===== src/rtl/vga_pixel_out.sv =====
// VGA pixel output stage: registers colour/sync/blank from the upstream pixel timer
// and feeds the colour path from a small prefetch FIFO filled by single-word memory reads.
module vga_pixel_out #(
  parameter int H_VISIBLE  = 640,
  parameter int V_VISIBLE  = 480,
  parameter int FIFO_DEPTH = 4
) (
  input  logic        clk,
  input  logic        n_rst,
  input  logic        enable,
  input  logic        pixel_tick,
  input  logic [9:0]  col_in,
  input  logic [9:0]  row_in,
  output logic        rd_req,
  output logic [19:0] rd_addr,
  input  logic        rd_ack,
  input  logic [23:0] rd_data,
  output logic [7:0]  red,
  output logic [7:0]  green,
  output logic [7:0]  blue,
  output logic        hsync,
  output logic        vsync,
  output logic        blank,
  output logic        underflow
);

  localparam int               PTR_W     = $clog2(FIFO_DEPTH);
  localparam int               CNT_W     = PTR_W + 1;
  localparam logic [9:0]       H_VIS     = 10'(H_VISIBLE);
  localparam logic [9:0]       V_VIS     = 10'(V_VISIBLE);
  localparam logic [9:0]       HS_START  = 10'd656;
  localparam logic [9:0]       HS_END    = 10'd751;
  localparam logic [9:0]       VS_START  = 10'd490;
  localparam logic [9:0]       VS_END    = 10'd491;
  localparam logic [9:0]       COL_LAST  = 10'd799;
  localparam logic [9:0]       ROW_LAST  = 10'd524;
  localparam logic [19:0]      PIX_LIMIT = 20'(H_VISIBLE * V_VISIBLE);
  localparam logic [CNT_W-1:0] DEPTH_C   = CNT_W'(FIFO_DEPTH);
  localparam logic [CNT_W-1:0] CNT_ZERO  = CNT_W'(0);

  typedef enum logic [0:0] {
    S_IDLE = 1'b0,
    S_REQ  = 1'b1
  } req_state_t;

  req_state_t       r_state;
  req_state_t       w_state_nxt;
  logic             w_issue;
  logic             w_ack_ok;
  logic             w_upd;
  logic             w_visible;
  logic             w_frame_end;
  logic             w_empty;
  logic             w_push;
  logic             w_pop;
  logic [23:0]      w_head;
  logic             r_discard;
  logic [19:0]      r_pf_addr;
  logic [19:0]      r_rd_addr;
  logic [23:0]      r_mem [FIFO_DEPTH];
  logic [PTR_W-1:0] r_wr_ptr;
  logic [PTR_W-1:0] r_rd_ptr;
  logic [CNT_W-1:0] r_count;
  logic [7:0]       r_red;
  logic [7:0]       r_green;
  logic [7:0]       r_blue;
  logic             r_hsync;
  logic             r_vsync;
  logic             r_blank;
  logic             r_underflow;

  assign w_upd       = pixel_tick & enable;
  assign w_visible   = (col_in < H_VIS) && (row_in < V_VIS);
  assign w_frame_end = w_upd && (col_in == COL_LAST) && (row_in == ROW_LAST);
  assign w_empty     = (r_count == CNT_ZERO);
  assign w_head      = r_mem[r_rd_ptr];
  // A restart flush wins over a same-cycle push; a request that straddled a restart is dropped.
  assign w_push      = w_ack_ok && !r_discard && !w_frame_end;
  assign w_pop       = w_upd && w_visible && !w_empty;

  // Request state register.
  always_ff @(posedge clk or negedge n_rst) begin
    if (!n_rst) begin
      r_state <= S_IDLE;
    end else begin
      r_state <= w_state_nxt;
    end
  end

  // Request next-state: one outstanding read, only while the FIFO has room for it.
  always_comb begin
    w_state_nxt = r_state;
    w_issue     = 1'b0;
    w_ack_ok    = 1'b0;
    case (r_state)
      S_IDLE: begin
        if (enable && (r_pf_addr < PIX_LIMIT) && (r_count < DEPTH_C) && !w_frame_end) begin
          w_state_nxt = S_REQ;
          w_issue     = 1'b1;
        end else begin
          w_state_nxt = S_IDLE;
        end
      end
      S_REQ: begin
        if (rd_ack) begin
          w_state_nxt = S_IDLE;
          w_ack_ok    = 1'b1;
        end else begin
          w_state_nxt = S_REQ;
        end
      end
      default: begin
        w_state_nxt = S_IDLE;
      end
    endcase
  end

  // Prefetch address, latched request address and stale-request marker.
  always_ff @(posedge clk or negedge n_rst) begin
    if (!n_rst) begin
      r_pf_addr <= 20'd0;
      r_rd_addr <= 20'd0;
      r_discard <= 1'b0;
    end else begin
      if (w_frame_end) begin
        r_pf_addr <= 20'd0;
      end else if (w_push) begin
        r_pf_addr <= r_pf_addr + 20'd1;
      end
      if (w_issue) begin
        r_rd_addr <= r_pf_addr;
      end
      if (w_ack_ok) begin
        r_discard <= 1'b0;
      end else if (w_frame_end && (r_state == S_REQ)) begin
        r_discard <= 1'b1;
      end
    end
  end

  // FIFO pointers and occupancy.
  always_ff @(posedge clk or negedge n_rst) begin
    if (!n_rst) begin
      r_wr_ptr <= '0;
      r_rd_ptr <= '0;
      r_count  <= CNT_ZERO;
    end else if (w_frame_end) begin
      r_wr_ptr <= '0;
      r_rd_ptr <= '0;
      r_count  <= CNT_ZERO;
    end else begin
      if (w_push) begin
        r_wr_ptr <= r_wr_ptr + 1'b1;
      end
      if (w_pop) begin
        r_rd_ptr <= r_rd_ptr + 1'b1;
      end
      case ({w_push, w_pop})
        2'b10:   r_count <= r_count + 1'b1;
        2'b01:   r_count <= r_count - 1'b1;
        default: r_count <= r_count;
      endcase
    end
  end

  // FIFO storage.
  always_ff @(posedge clk) begin
    if (w_push) begin
      r_mem[r_wr_ptr] <= rd_data;
    end
  end

  // Registered pixel outputs, updated only on an enabled pixel tick.
  always_ff @(posedge clk or negedge n_rst) begin
    if (!n_rst) begin
      r_red       <= 8'd0;
      r_green     <= 8'd0;
      r_blue      <= 8'd0;
      r_hsync     <= 1'b1;
      r_vsync     <= 1'b1;
      r_blank     <= 1'b1;
      r_underflow <= 1'b0;
    end else if (w_upd) begin
      r_blank <= !w_visible;
      r_hsync <= !((col_in >= HS_START) && (col_in <= HS_END));
      r_vsync <= !((row_in >= VS_START) && (row_in <= VS_END));
      if (w_pop) begin
        {r_red, r_green, r_blue} <= w_head;
      end else begin
        {r_red, r_green, r_blue} <= 24'd0;
      end
      if (w_visible && w_empty) begin
        r_underflow <= 1'b1;
      end
    end
  end

  assign rd_req    = (r_state == S_REQ);
  assign rd_addr   = r_rd_addr;
  assign red       = r_red;
  assign green     = r_green;
  assign blue      = r_blue;
  assign hsync     = r_hsync;
  assign vsync     = r_vsync;
  assign blank     = r_blank;
  assign underflow = r_underflow;

endmodule


===== config.mk =====
export PLATFORM = sky130hd
export DESIGN_NAME = vga_pixel_out
export DESIGN_NICKNAME = d
export VERILOG_FILES = /design/src/rtl/vga_pixel_out.sv
export SDC_FILE = /design/constraint.sdc
export NUM_CORES = 1
export LEC_CHECK = 0
export BUFFER_PORTS_ARGS = -buffer_cell sky130_fd_sc_hd__buf_4
export CAP_MARGIN = 20
export CELL_PAD_IN_SITES_DETAIL_PLACEMENT = 0
export CELL_PAD_IN_SITES_GLOBAL_PLACEMENT = 1
export CORE_MARGIN = 1.5
export CORE_UTILIZATION = 54
export CTS_BUF_LIST = sky130_fd_sc_hd__clkbuf_4
export DETAILED_ROUTE_END_ITERATION = 16
export MAX_ROUTING_LAYER = met4
export PLACE_DENSITY_LB_ADDON = 0.1
export RECOVER_POWER = 25
export SETUP_SLACK_MARGIN = 0.2
export SLEW_MARGIN = 20
export SYNTH_ARGS = -nofsm -noshare
export SYNTH_HDL_FRONTEND = slang
export SYNTH_SLANG_ARGS = --single-unit
export TNS_END_PERCENT = 1

===== constraint.sdc =====
create_clock -name clk -period 3.7 [get_ports clk]
set_input_delay 0.37 -clock clk [delete_from_list [all_inputs] [get_ports clk]]
set_output_delay 0.37 -clock clk [all_outputs]
set_load 0.02 [all_outputs]

==> results_dict.tcl <==
set metrics [dict create \
    r2r_end "r_count[2]" \
    power.density_nw_per_um2 589.9 \
    syn-mean-instance-area_um2 16.92 \
    antenna_found_initial 0 \
    peakVddDrop_v 0.0003510 \
    synthAdderAreaFrac_pct 1.188 \
    ys_types 46 \
    r2r_slack_ns 1.39 \
    crit_type "flip-flop to flip-flop" \
    outcome "complete, no violations" \
    ys.flop_type "edfxtp_1" \
    synth_edf_count 96 \
    finalHoldViolations 0 \
    cp_slowest_cell "nor2_1" \
    ctsLongestPathBuffers 2 \
    p_leak_nw 3.396 \
    drv_slew 0 \
    drive_gt1_share_pct 29.62 \
    ys_ff_latch 173 \
    async_flop_share_pct 44.51 \
    path_cells "nand2_1 > nor2_1 > nor3_1 > fa_1 > mux2i_1 > mux2i_1" \
    htree_num_levels 4 \
    hold_end "vsync" \
    rsz0062_at_grt "no" \
    worstHoldStart "row_in[9]" \
    cts_root_buf "clkbuf_4" \
    cts_inserted_buffers 17 \
    slowest_delay_ns 0.55 \
    synth_area_um2 6953 \
    routed_wl_um 12960 \
    maxSlewHeadroom_pct 31.87 \
    synth_top_family_by_area "multiplexers" \
    startpoint "rd_req" \
    synth_compound_area_share_pct 5.237 \
    via_per_inst 5.460 \
    hpwl_um 7835 \
    die_area_um2 13570 \
    holdPathStages 3 \
    wire_per_inst_um 17.78 \
    ant_nets 0 \
    r2r_cells 6 \
    fp-row-count 41 \
    clk_pin_slew_ns 0.15 \
    period_needed_ns 2.308 \
    yosysSeqAreaShare_pct 69.23 \
    clock_sinks 173 \
    area_growth_pct 19.74 \
    critPathLaunchType "flip-flop" \
    cts_tree "built" \
    worst-path-max-fanout 9 \
    coreArea_um2 12570 \
    vias 3980 \
    grt_max_degree 78 \
    final-setup-viol-count 0 \
    max_freq_ghz 0.4332 \
    gp_congestion 0.7671 \
    placed_area_um2 7850 \
    grt_pass1_vias 4067 \
    dr.pass1.iters 4 \
    finalInstanceArea_um2 8325 \
    cp-end-kind "flip-flop" \
    num_antenna_cells 0 \
    finClkSkew_ns 0.01704 \
    synth.area.mux_share_pct 12.24 \
    worst_pin_slew_ns 1.021 \
    worstSkewPairLatency_ns 0.55 \
    hold_path_class "input pin to flip-flop" \
    yosys_warnings 0 \
    numPlacedInstances 671 \
    cts_setup_buffers 0 \
    cp_data_arrival_time_ns 2.78 \
    die_w_um 116.5 \
    cts_resized 0 \
    drv_cap 0 \
    drtIter0Drc 229 \
    period_share_pct 62.39 \
    grt.total_usage_pct 20.94 \
    cp.required_ns 4.17 \
    initial_utilization_pct 55.32 \
    finalNonFillerCells 729 \
    grt_pass1_wl_um 20310 \
    r2r-start "rd_req" \
    port_buffers 97 \
    tns_ns 0 \
    syn-num-nets 466 \
    crit_top_cell "mux2i_1" \
    ios 98 \
    synth-xor-area-share_pct 2.267 \
    nets 599 \
    drc_errors 0 \
    chipHeight_um 116.5 \
    grt_overflow_total 0 \
    synthSimpleGateAreaFrac_pct 8.044 \
    synthCells 411 \
]
==> worst max-delay path, delay by kind of cell, from the launching register on <==
kind / cells / cell delay, ns
and+or+nand+nor: 3 / 0.90
DFF: 1 / 0.51
muxes: 2 / 0.38
adders and majority gates: 1 / 0.44
==> repair_timing <==
action	in CTS	in global routing
endpoints found under the hold margin	167	0
hold buffers	26	0
endpoints found under the setup margin	0	0
==> cell families (layout without fill, tap and decap cells) <==
kind of cell	after synthesis	after routing
xor+xnor	18	18
mux	46	46
fa+ha+maj	6	6
buf+inv	22	168
compound gates	48	48
simple gates	98	98
flops	173	173
==> state kept, by name, summed over array words and instances, names as in the netlist, 2 cells and up <==
signal and flops:
red 8, r_rd_ptr 2, rd_addr 20, blue 8
r_pf_addr 20, green 8, r_wr_ptr 2, r_mem 96
r_count 3
==> cell usage after synthesis, types with 5 or more instances <==
cell / count / area [um^2]
edfxtp_1: 96 / 2883
inv_1: 6 / 22.52
xor2_1: 7 / 61.31
ha_1: 5 / 62.56
or3_1: 5 / 31.28
a21oi_1: 7 / 35.03
clkbuf_1: 6 / 22.52
dfrtp_1: 74 / 1852
buf_2: 5 / 25.02
nor2_1: 24 / 90.09
mux2_4: 18 / 270.3
nor3_1: 8 / 40.04
mux4_2: 24 / 540.5
o21ai_0: 9 / 45.04
xnor2_1: 11 / 96.34
nor4_1: 5 / 31.28
nand2_1: 18 / 67.56
nand3_1: 5 / 25.02
and3_1: 7 / 43.79
a22o_1: 24 / 210.2
nand4_1: 5 / 31.28
==> through the flow <==
stage | util [%] | hold slack, ns | worst slack, ns | total power, mW
2_1_floorplan | - | 0.07441 | 1.586 | 3.450
3_3_place_gp | 62.46 | 0.4423 | 1.202 | 3.841
3_5_place_dp | 62.46 | 0.4612 | 1.190 | 3.879
4_1_cts | 66.93 | 0.1122 | 1.414 | 4.981
5_1_grt | 66.24 | 0.1493 | 1.239 | 5.170
6_report | 66.24 | 0.1547 | 1.392 | 4.911
==> how the worst max path moves through the flow <==
stage / depth (start not counted) / to
floorplan: 4 / r_mem[0][0]
global placement: 6 / rd_addr[0]
detailed placement: 6 / rd_addr[1]
CTS: 6 / r_count[2]
global route: 6 / r_count[2]
finish: 6 / r_count[2]
==> cell usage in the layout, fill, tap and decap left out, drive strengths merged, types with 3 or more instances in the layout <==
master       netlist  routed
nand2             18      18
nand3              5       5
clkbuf             6      41
nor4               6       6
mux2              18      18
xnor2             11      11
and2               4       4
or3                5       5
dlygate4sd3        0      26
nand2b             3       3
dfrtp             74      74
a21oi              7       7
nor2              24      24
a22o              24      24
o21ai              9       9
buf               10      80
xor2               7       7
mux2i              4       4
edfxtp            96      96
nand4              5       5
inv                6      14
clkinv             0       5
ha                 5       5
mux4              24      24
dfstp              3       3
and3               7       7
nor3               8       8
==> per-layer routing <==
layer	track usage (%)	vias to the layer above	routed length, um
met3	4.048	9	438
met2	35.22	90	6889
met5	-	-	0
met1	25.44	2030	5512
li1	-	1851	-
met4	7.642	0	119
==> layout make-up <==
class | instances | area, um^2
flip-flops and latches | 173 | 4815
fillers | 923 | 4243
multi-input cells | 216 | 2017
repair buffers | 130 | 954.7
well taps | 172 | 215.2
clock inverters | 15 | 173.9
clock buffers | 17 | 127.6
inverters | 6 | 22.52
==> power breakdown <==
| part | switching (mW) | leakage (nW) | internal [mW] |
|---|---|---|---|
| combinational | 0.578 | 1.36 | 0.662 |
| sequential | 0.260 | 1.87 | 2.33 |
| clock | 0.711 | 0.159 | 0.372 |
| total | 1.55 | 3.40 | 3.36 |
(Power assumes the default switching activity.)
